File: src/rtl/tone_phase_generator.sv
// Divide-by-N phase accumulator feeding a 256-entry sine table.
// Tone, octave and start/stop changes only take effect at the 255->0 phase wrap.
module tone_phase_generator #(
    parameter int PRESCALE_W = 10,
    parameter int ADDR_W     = 8,
    parameter int OCT_W      = 2
) (
    input  logic                  clk,
    input  logic                  resetN,
    input  logic                  enable_sound,
    input  logic [PRESCALE_W-1:0] preScaleValue,
    input  logic [OCT_W-1:0]      octave,
    output logic [ADDR_W-1:0]     sin_addr,
    output logic                  sample_tick,
    output logic                  playing
);

    typedef enum logic [1:0] {
        S_IDLE,
        S_RUN,
        S_STOPPING
    } state_t;

    state_t                 state_q, state_d;
    logic [PRESCALE_W-1:0]  cnt_q, cnt_d;
    logic [PRESCALE_W-1:0]  div_active_q, div_active_d;
    logic [ADDR_W-1:0]      sin_addr_q, sin_addr_d;
    logic                   sample_tick_q, sample_tick_d;
    logic                   playing_q, playing_d;

    logic [PRESCALE_W-1:0]  shifted;
    logic [PRESCALE_W-1:0]  eff;
    logic                   tick_now;
    logic                   wrap_now;

    // Clamp keeps tick spacing at two clocks minimum, so ticks never touch.
    always_comb begin
        shifted  = preScaleValue >> octave;
        eff      = (shifted < PRESCALE_W'(2)) ? PRESCALE_W'(2) : shifted;
        tick_now = (state_q != S_IDLE) && (cnt_q == '0);
        wrap_now = tick_now && (sin_addr_q == '1);
    end

    always_ff @(posedge clk) begin
        if (!resetN) begin
            state_q <= S_IDLE;
        end else begin
            state_q <= state_d;
        end
    end

    always_comb begin
        state_d = state_q;
        case (state_q)
            S_IDLE: begin
                if (enable_sound) state_d = S_RUN;
            end
            S_RUN: begin
                if (!enable_sound) state_d = S_STOPPING;
            end
            S_STOPPING: begin
                if (enable_sound)  state_d = S_RUN;
                else if (wrap_now) state_d = S_IDLE;
            end
            default: state_d = S_IDLE;
        endcase
    end

    always_comb begin
        cnt_d         = cnt_q;
        div_active_d  = div_active_q;
        sin_addr_d    = sin_addr_q;
        sample_tick_d = 1'b0;
        playing_d     = (state_d != S_IDLE);

        if (state_q == S_IDLE) begin
            sin_addr_d = '0;
            cnt_d      = '0;
            if (enable_sound) begin
                div_active_d = eff;
                cnt_d        = eff - PRESCALE_W'(1);
            end
        end else if (tick_now) begin
            sample_tick_d = 1'b1;
            sin_addr_d    = sin_addr_q + ADDR_W'(1);
            if (wrap_now) begin
                // Only point where a new divider is adopted.
                div_active_d = eff;
                cnt_d        = (state_d == S_IDLE) ? '0 : eff - PRESCALE_W'(1);
            end else begin
                cnt_d = div_active_q - PRESCALE_W'(1);
            end
        end else begin
            cnt_d = cnt_q - PRESCALE_W'(1);
        end
    end

    always_ff @(posedge clk) begin
        if (!resetN) begin
            cnt_q         <= '0;
            div_active_q  <= '0;
            sin_addr_q    <= '0;
            sample_tick_q <= 1'b0;
            playing_q     <= 1'b0;
        end else begin
            cnt_q         <= cnt_d;
            div_active_q  <= div_active_d;
            sin_addr_q    <= sin_addr_d;
            sample_tick_q <= sample_tick_d;
            playing_q     <= playing_d;
        end
    end

    assign sin_addr    = sin_addr_q;
    assign sample_tick = sample_tick_q;
    assign playing     = playing_q;

endmodule

File: config.mk
export PLATFORM = sky130hd
export DESIGN_NAME = tone_phase_generator
export DESIGN_NICKNAME = d
export VERILOG_FILES = /design/src/rtl/tone_phase_generator.sv
export SDC_FILE = /design/constraint.sdc
export NUM_CORES = 1
export LEC_CHECK = 0
export ABC_AREA = 1
export CELL_PAD_IN_SITES_DETAIL_PLACEMENT = 1
export CELL_PAD_IN_SITES_GLOBAL_PLACEMENT = 1
export CORE_MARGIN = 2
export CORE_UTILIZATION = 36
export CTS_CLUSTER_DIAMETER = 100
export DETAILED_ROUTE_END_ITERATION = 8
export PLACE_DENSITY_LB_ADDON = 0.2
export SLEW_MARGIN = 10
export SYNTH_ARGS = -nofsm -noshare
export SYNTH_HDL_FRONTEND = slang
export SYNTH_SLANG_ARGS = --single-unit
File: constraint.sdc
create_clock -name clk -period 2.25 [get_ports clk]
set_clock_uncertainty 0.1 [all_clocks]
set_input_delay 0.45 -clock clk [delete_from_list [all_inputs] [get_ports clk]]
set_output_delay 0.45 -clock clk [all_outputs]
set_load 0.005 [all_outputs]
Word level (Yosys, flattened, before mapping) --
Cells that the tools add are included.
Word-level totals: word-level logic and storage cells 44, bits in registers 32
Cells by class: add/subtract/negate cells 4, mux-type cells 16, bitwise logic cells 1, reductions and logical operators 11, $lt $le $gt $ge 1, eq/ne operators 4, shift-type cells 1
Operators by type and width (count):
- $mux W10 | 10
- $sub A10 B1 Y10 const B | 3
- $logic_not A10 Y1 | 1
- $lt A10 B2 Y1 const B | 1
- $shr A10 B2 Y10 | 1
- $add A8 B1 Y8 const B | 1
- $eq A8 B8 Y1 const B | 1
- $mux W2 | 4
- $reduce_bool A2 Y1 | 4
- $pmux W2 S3 | 1
- $logic_not A2 Y1 | 2
- $reduce_and A3 Y1 | 1
- $eq A2 B1 Y1 const B | 1
- $eq A2 B2 Y1 const B | 1
- $logic_and A1 B1 Y1 | 2
- $ne A2 B2 Y1 const B | 1
- $reduce_or A2 Y1 | 1
- $mux W1 | 1
- $not A1 Y1 | 1

Depth between registers and ports, before layout --
Gate-level depths: netlist of the first run.
word-level depth 11, gate-level depth with buffers 16, gate-level depth less buffers 15

Worst setup path before layout of the first run --
No wires, ideal clock.
path kind input to register, from in octave[1], to reg cnt_q[6], data required time 2.017 ns, arrival time 2.125 ns, stages on the path 15, library setup time 0.133 ns, setup slack -0.108 ns, cells stage by stage buf_2 inv_2 nand3_1 nand2_1 nand2_1 nor2_1 nand2_2 nand2_1 ha_1 nand2_1 nor2_1 nand3_1 xor2_1 nand2_1 a21oi_2
On the way: word-level cells in the longest chain between the ends 8
Ends and longest elaborated chain:
- from (decl) | RTL line 12 | input logic [OCT_W-1:0] octave,
- $shr A10 B2 Y10 * | RTL line 38 | shifted = preScaleValue >> octave;
- $lt A10 B2 Y1 | RTL line 39 | eff = (shifted < PRESCALE_W'(2)) ? PRESCALE_W'(2) : shifted;
- $mux W10 * | RTL line 39
- $sub A10 B1 Y10 * | RTL line 81, 89
- $mux W10 | RTL line 89 | cnt_d = (state_d == S_IDLE) ? '0 : eff - PRESCALE_W'(1);
- $mux W10 | RTL line 86 | if (wrap_now) begin
- $mux W10 | RTL line 83 | end else if (tick_now) begin
- $mux W10 * | RTL line 76 | if (state_q == S_IDLE) begin
- to (signal assigned) | RTL line 106 | cnt_q <= cnt_d;
- to (decl) | RTL line 25 | logic [PRESCALE_W-1:0] cnt_q, cnt_d;
Mark *: on every way between the ends. The rest lies on a longest branch, timed or not. A chain may end at the register's enable or synchronous reset.

Worst setup path in the final report of the first run --
from in octave[0], to reg cnt_q[6]
Same word-level chain as after synthesis.

==> results.cfg, run 1 <==
[timing]
finalSetupViolCount = 0
rsz0062_at_grt = true
period_minus_slack_ns = 2.155
hold_viol_final = 0
slew_violations = 0
worst_pin_slew_ns = 0.4979
fin_ws_ns = 0.09458
fmax_ghz = 0.4639
relSlewSlack_pct = 66.55
finalCritPeriodShare_pct = 95.80

[routing]
drt_first_pass_iters = 4
drc = 0
drt-wirelength-per-cell_um = 14.52
drt_iter0_drc = 78
dr_total_vias = 2440
viasPerCell = 5.052
routed_wl_um = 7013
ant_nets = 0

[pwr]
max-vdd-ir-drop_uv = 269.8
p_leak_uw = 0.001361
p_per_area_nw_per_um2 = 560.7

[clock_tree]
clockBufferDepth = 2
path_clk_slew_ns = 0.06
worstSkewPairLatency_ns = 0.28
cts_sinks = 32
cts_tree = done
root_buffer = clkbuf_8
cts.htree.levels = 2
numCtsBuffers = 5

[setup_path]
crit_arrival_ns = 2.27
r2r_slack_ns = 0.27
crit_family = simple AND/OR/NAND/NOR gates
crit_path_end_kind = flop
crit_type = primary input to flop
r2r.worst_path.cells = 13
slowest_delay_ns = 0.19
cpMostUsedCell = nand2_1
timing.rr.start = cnt_q[0]$_SDFF_PN0_
worstPathRequired_ns = 2.37
cp-start-kind = primary input
r2r_end = cnt_q[9]$_SDFF_PN0_
slowest_stage = a21boi_4
cp_max_fo = 6
path_buf_inv = 3
crit_chain = clkbuf_4, buf_6, nand2_1, nand3_1, nand2_2, nand2_2, nor2_4, buf_4, a21boi_4, ha_4, nand2_1, nor2_2, nand3_1, xor2_1, nand2_1, a21oi_2

[final_layout]
most-common-layout-cells = nand2_1, buf_4, inv_1, dfxtp_1
final_common_cell = nand2_1
ff_latch_area_um2 = 640.6
final_nets = 428
nFillCells = 793
syn2layout_area_growth_pct = 35.65
num_antenna_cells = 0
multi_input_area_um2 = 1508
layout-drive-gt1-share_pct = 23.77
fin_cells = 483

[floorplanning]
die_x_um = 82.68
start_util_pct = 37.42
dieArea_um2 = 6835
fp.coreArea_um2 = 5956
die_height_um = 82.68
ioPinCount = 25
rows = 28

[logic_synthesis]
syn-cell-area_um2 = 2228
ys_ff_latch = 32
ys_warn_count = 0
post-synth-top-area-cell = dfxtp_1
synth_cell_type_count = 37
syn_avg_cell_area_um2 = 6.367
synth_area_leaders = dfxtp_1, nand2_1, nand3_1
syn-num-nets = 370
synth_top_area_share_pct = 28.75
seq_area_frac_synth_pct = 28.75
synth_cells = 350

[grt]
antenna_found_initial = 0
grt_max_degree = 16
grt_usage_pct = 21.77
grt_pass1_vias = 2435
grt_pass1_wl_um = 11240
grt-ovfl-total = 0

[hold_path]
whs_path_depth = 2
min_to = div_active_q[9]$_SDFFE_PN0P_
worstHoldStart = div_active_q[9]$_SDFFE_PN0P_
hold_path.class = flop to flop

[placed_design]
io_buffers = 24
routabilityCongestion = 0.7794
placed_cells = 469
place_ws_ns = -0.5807
hpwlAfterDp_um = 5555

[outcome]
status = finished, final reports clean

[run]
maxCapViolations = 0
## Yosys cell counts (all sizes together)
cell,instances
o21ai,19
o211ai,4
clkinv,1
nor2,37
xnor2,5
dfxtp,32
o21a,1
a31oi,1
or2,3
inv,37
o21bai,1
a221oi,1
buf,5
clkbuf,4
nor3,6
nand2,105
a21boi,1
nand4,6
o2bb2ai,1
nand3,33
nor3b,2
ha,5
a21oi,31
o31ai,1
xor2,8
## logic make-up after synthesis
family                   synth area share, %
AO/OA/AOI/OAI                          15.50
AND/OR/NAND/NOR                        39.02
XOR/XNOR                               5.110
buffers and inverters                  8.815
flip-flops                             28.75
adder cells (fa/ha/maj)                2.807
## per-layer routing
metal,up-vias,track usage [%],part of all wire (%)
li1,1255,-,-
met2,37,39.52,51
met1,1139,25.87,45
met3,9,3.043,2.2
met4,0,8.033,1.7
met5,-,0,0
## tightest hold or removal path, cell delays in order, from the launching register on
cell,delay (ns)
dfxtp_1,0.31
inv_1,0.07
a21oi_1,0.06
## report_power, final
part / leakage [µW] / switching, µW / internal, µW / total (µW)
sequential: 0.000262 / 38.2 / 607 / 645
combinational: 0.00105 / 322 / 239 / 562
clock: 0.0000503 / 216 / 273 / 488
## worst max-delay path by stage
stage                     start                   to  slack [ns]  depth (start not counted)
6_report              octave[0]  cnt_q[6]$_SDFF_PN0_        0.09                         16
5_1_grt               octave[0]  cnt_q[6]$_SDFF_PN0_       -0.04                         16
4_1_cts        preScaleValue[8]  cnt_q[6]$_SDFF_PN0_       0.006                         15
3_5_place_dp          octave[0]  cnt_q[6]$_SDFF_PN0_       -0.58                         15
3_3_place_gp          octave[0]  cnt_q[6]$_SDFF_PN0_       -0.47                         16
2_1_floorplan         octave[1]  cnt_q[6]$_SDFF_PN0_        0.01                         15
## flip-flops by register name (all words and copies together) (netlist names)
register and cells:
cnt_q 10, div_active_q 10, sin_addr 8, state_q 2
playing 1, sample_tick 1
## area by class of cell
class                           instances  area share, %
Multi-Input combinational cell        271          49.88
Inverter                               38          5.132
Clock buffer                            7          3.187
Tap cell                               75          3.104
Sequential cell                        32          21.19
Timing Repair Buffer                   60          17.51
## timing repair
action                                  CTS  global route
hold buffers                              0             0
buffers inserted                          1             6
gates resized for setup                  13            33
pin swaps                                11            23
endpoints found under the setup margin    5             4
## stage by stage
stage | cell area [µm²] | setup TNS (ns) | total power [µW] | hold slack, ns | util (%)
floorplan | 2267 | 0 | 994.8 | 0.3440 | -
global placement | 2761 | -2.723 | 1155 | 0.3644 | 46.37
detailed placement | 2761 | -3.381 | 1175 | 0.3734 | 46.37
CTS | 2898 | 0 | 1674 | 0.3826 | 48.66
global route | 3023 | -0.03541 | 1799 | 0.4238 | 50.76
finish | 3023 | 0 | 1695 | 0.3847 | 50.76
(Power assumes the default switching activity.)
==> inputs of run 2 (changes only) <==
- SLEW_MARGIN: 10 -> 20
==> results of run 2 <==
Final layout, timing and power as in run 1 (identical DEF).
==> inputs of run 3 (changes only) <==
- REMOVE_ABC_BUFFERS: unset -> 1
==> run 3 against run 2 <==
Sequential power hardly changed. Clock power is 1% lower. Wire length is 7.9% higher. Power is 1.8% higher. Non-clock buffer count is 6 higher. Largest power group unchanged. Critical endpoint unchanged. Sequential share of layout area is 0.40 points lower. Sequential cell count stayed put.
==> results.cfg, run 3 (synthesized netlist as in run 1, its figures left out) <==
[setup_path]
slowest_stage = clkdlybuf4s50_1
worstPathRequired_ns = 2.37
crit_arrival_ns = 2.36
crit_family = simple AND/OR/NAND/NOR gates
cp_max_fo = 3
crit_path_end_kind = flop
slowest_delay_ns = 0.50
crit_type = primary input to flop
path_buf_inv = 1
cp-start-kind = primary input
crit_chain = clkdlybuf4s50_1, nand2_1, nand3_2, nand2_2, nand2_2, nor2_4, a21boi_2, ha_4, nand2_2, nor2_4, nand3_2, xor2_1, nand2_1, a21oi_2
cpMostUsedCell = nand2_2

[run]
maxCapViolations = 0

[timing]
relSlewSlack_pct = 72.01
hold_viol_final = 0
tns_ns = 0
finalCritPeriodShare_pct = 99.49
worst_pin_slew_ns = 0.4166
period_minus_slack_ns = 2.238
finalSetupViolCount = 0
fmax_ghz = 0.4467
slew_violations = 0

[grt]
grt-ovfl-total = 0
grt_max_degree = 21
antenna_found_initial = 0
grt_pass1_wl_um = 11480
grt_pass1_vias = 2433
grt_usage_pct = 22.22

[floorplanning]
die_height_um = 82.68
start_util_pct = 37.42
fp.coreArea_um2 = 5956
ioPinCount = 25
dieArea_um2 = 6835
rows = 28
die_x_um = 82.68

[clock_tree]
cts.htree.levels = 2
path_clk_slew_ns = 0.07
numCtsBuffers = 5
cts_tree = done
root_buffer = clkbuf_8
cts_sinks = 32
worstSkewPairLatency_ns = 0.28
clockBufferDepth = 2

[outcome]
status = finished, final reports clean

[routing]
drt_first_pass_iters = 4
routed_wl_um = 7570
drc = 0
viasPerCell = 5.133
ant_nets = 0
drt_iter0_drc = 108
dr_total_vias = 2515
drt-wirelength-per-cell_um = 15.45

[pwr]
p_leak_uw = 0.001346
max-vdd-ir-drop_uv = 395.0
p_total_uw = 1725
p_per_area_nw_per_um2 = 559.6

[final_layout]
final_common_cell = nand2_1
syn2layout_area_growth_pct = 38.29
layout-drive-gt1-share_pct = 26.27
final_nets = 435
num_antenna_cells = 0
most-common-layout-cells = nand2_1, buf_4, inv_1, dfxtp_1

[placed_design]
hpwlAfterDp_um = 5363
routabilityCongestion = 0.8136
io_buffers = 24

[hold_path]
hold_path.class = flop to flop
==> run 3: per-stage QoR <==
stage          hold slack [ns]  std cells  worst slack [ns]  cell area (µm²)  utilization (%)
6_report                0.3860        490           0.01156             3082            51.74
5_1_grt                 0.4175        490          -0.07995             3082            51.74
4_1_cts                 0.3866        485         0.0003606             2954            49.60
3_5_place_dp            0.3764        470           -0.6533             2749            46.16
3_3_place_gp            0.3570        470           -0.5624             2749            46.16
2_1_floorplan           0.3434        341           0.03924             2177                -
==> run 3: worst min-delay path, cell delays in order (launching register included) <==
cell and delay (ns):
dfxtp_1 0.31, inv_1 0.07, a21oi_1 0.06
==> run 3: layout make-up <==
class / instances / area [µm²]
timing repair buffer: 66 / 579.3
clock buffer: 7 / 96.34
timing repair inverter: 1 / 7.507
sequential: 32 / 640.6
tap: 75 / 93.84
inverter: 38 / 150.1
multi-input combinational: 271 / 1514
fill: 797 / 2874
==> run 3: report_power, final <==
part | switching (µW) | total [µW] | internal (µW)
combinational | 345 | 600 | 255
clock | 210 | 482 | 272
sequential | 35.4 | 642 | 607
==> run 3: final timing paths <==
path                                      from                      endpoint  slack (ns)  cells past startpoint
setup / recovery              preScaleValue[2]           cnt_q[6]$_SDFF_PN0_        0.01                     14
hold / removal    div_active_q[9]$_SDFFE_PN0P_  div_active_q[9]$_SDFFE_PN0P_        0.39                      2
setup reg to reg           cnt_q[0]$_SDFF_PN0_  div_active_q[6]$_SDFFE_PN0P_        0.14                     13
hold reg to reg   div_active_q[9]$_SDFFE_PN0P_  div_active_q[9]$_SDFFE_PN0P_        0.39                      2
==> run 3: per-layer routing <==
layer  share of wire [%]  global-route usage [%]  vias up
met5                   0                       0        -
met4                 2.1                   5.410        0
met3                 2.0                   3.261       15
met2                  49                   38.95       33
met1                  47                   28.58     1201
li1                    -                       -     1266
==> run 3: what timing repair did <==
| item | 4_1_cts | 5_1_grt |
|---|---|---|
| buffers inserted | 5 | 5 |
| resized for setup | 25 | 29 |
| pin swaps | 20 | 16 |
| gates cloned | 3 | 0 |
| hold buffers | 0 | 0 |
| endpoints found under the setup margin | 5 | 4 |
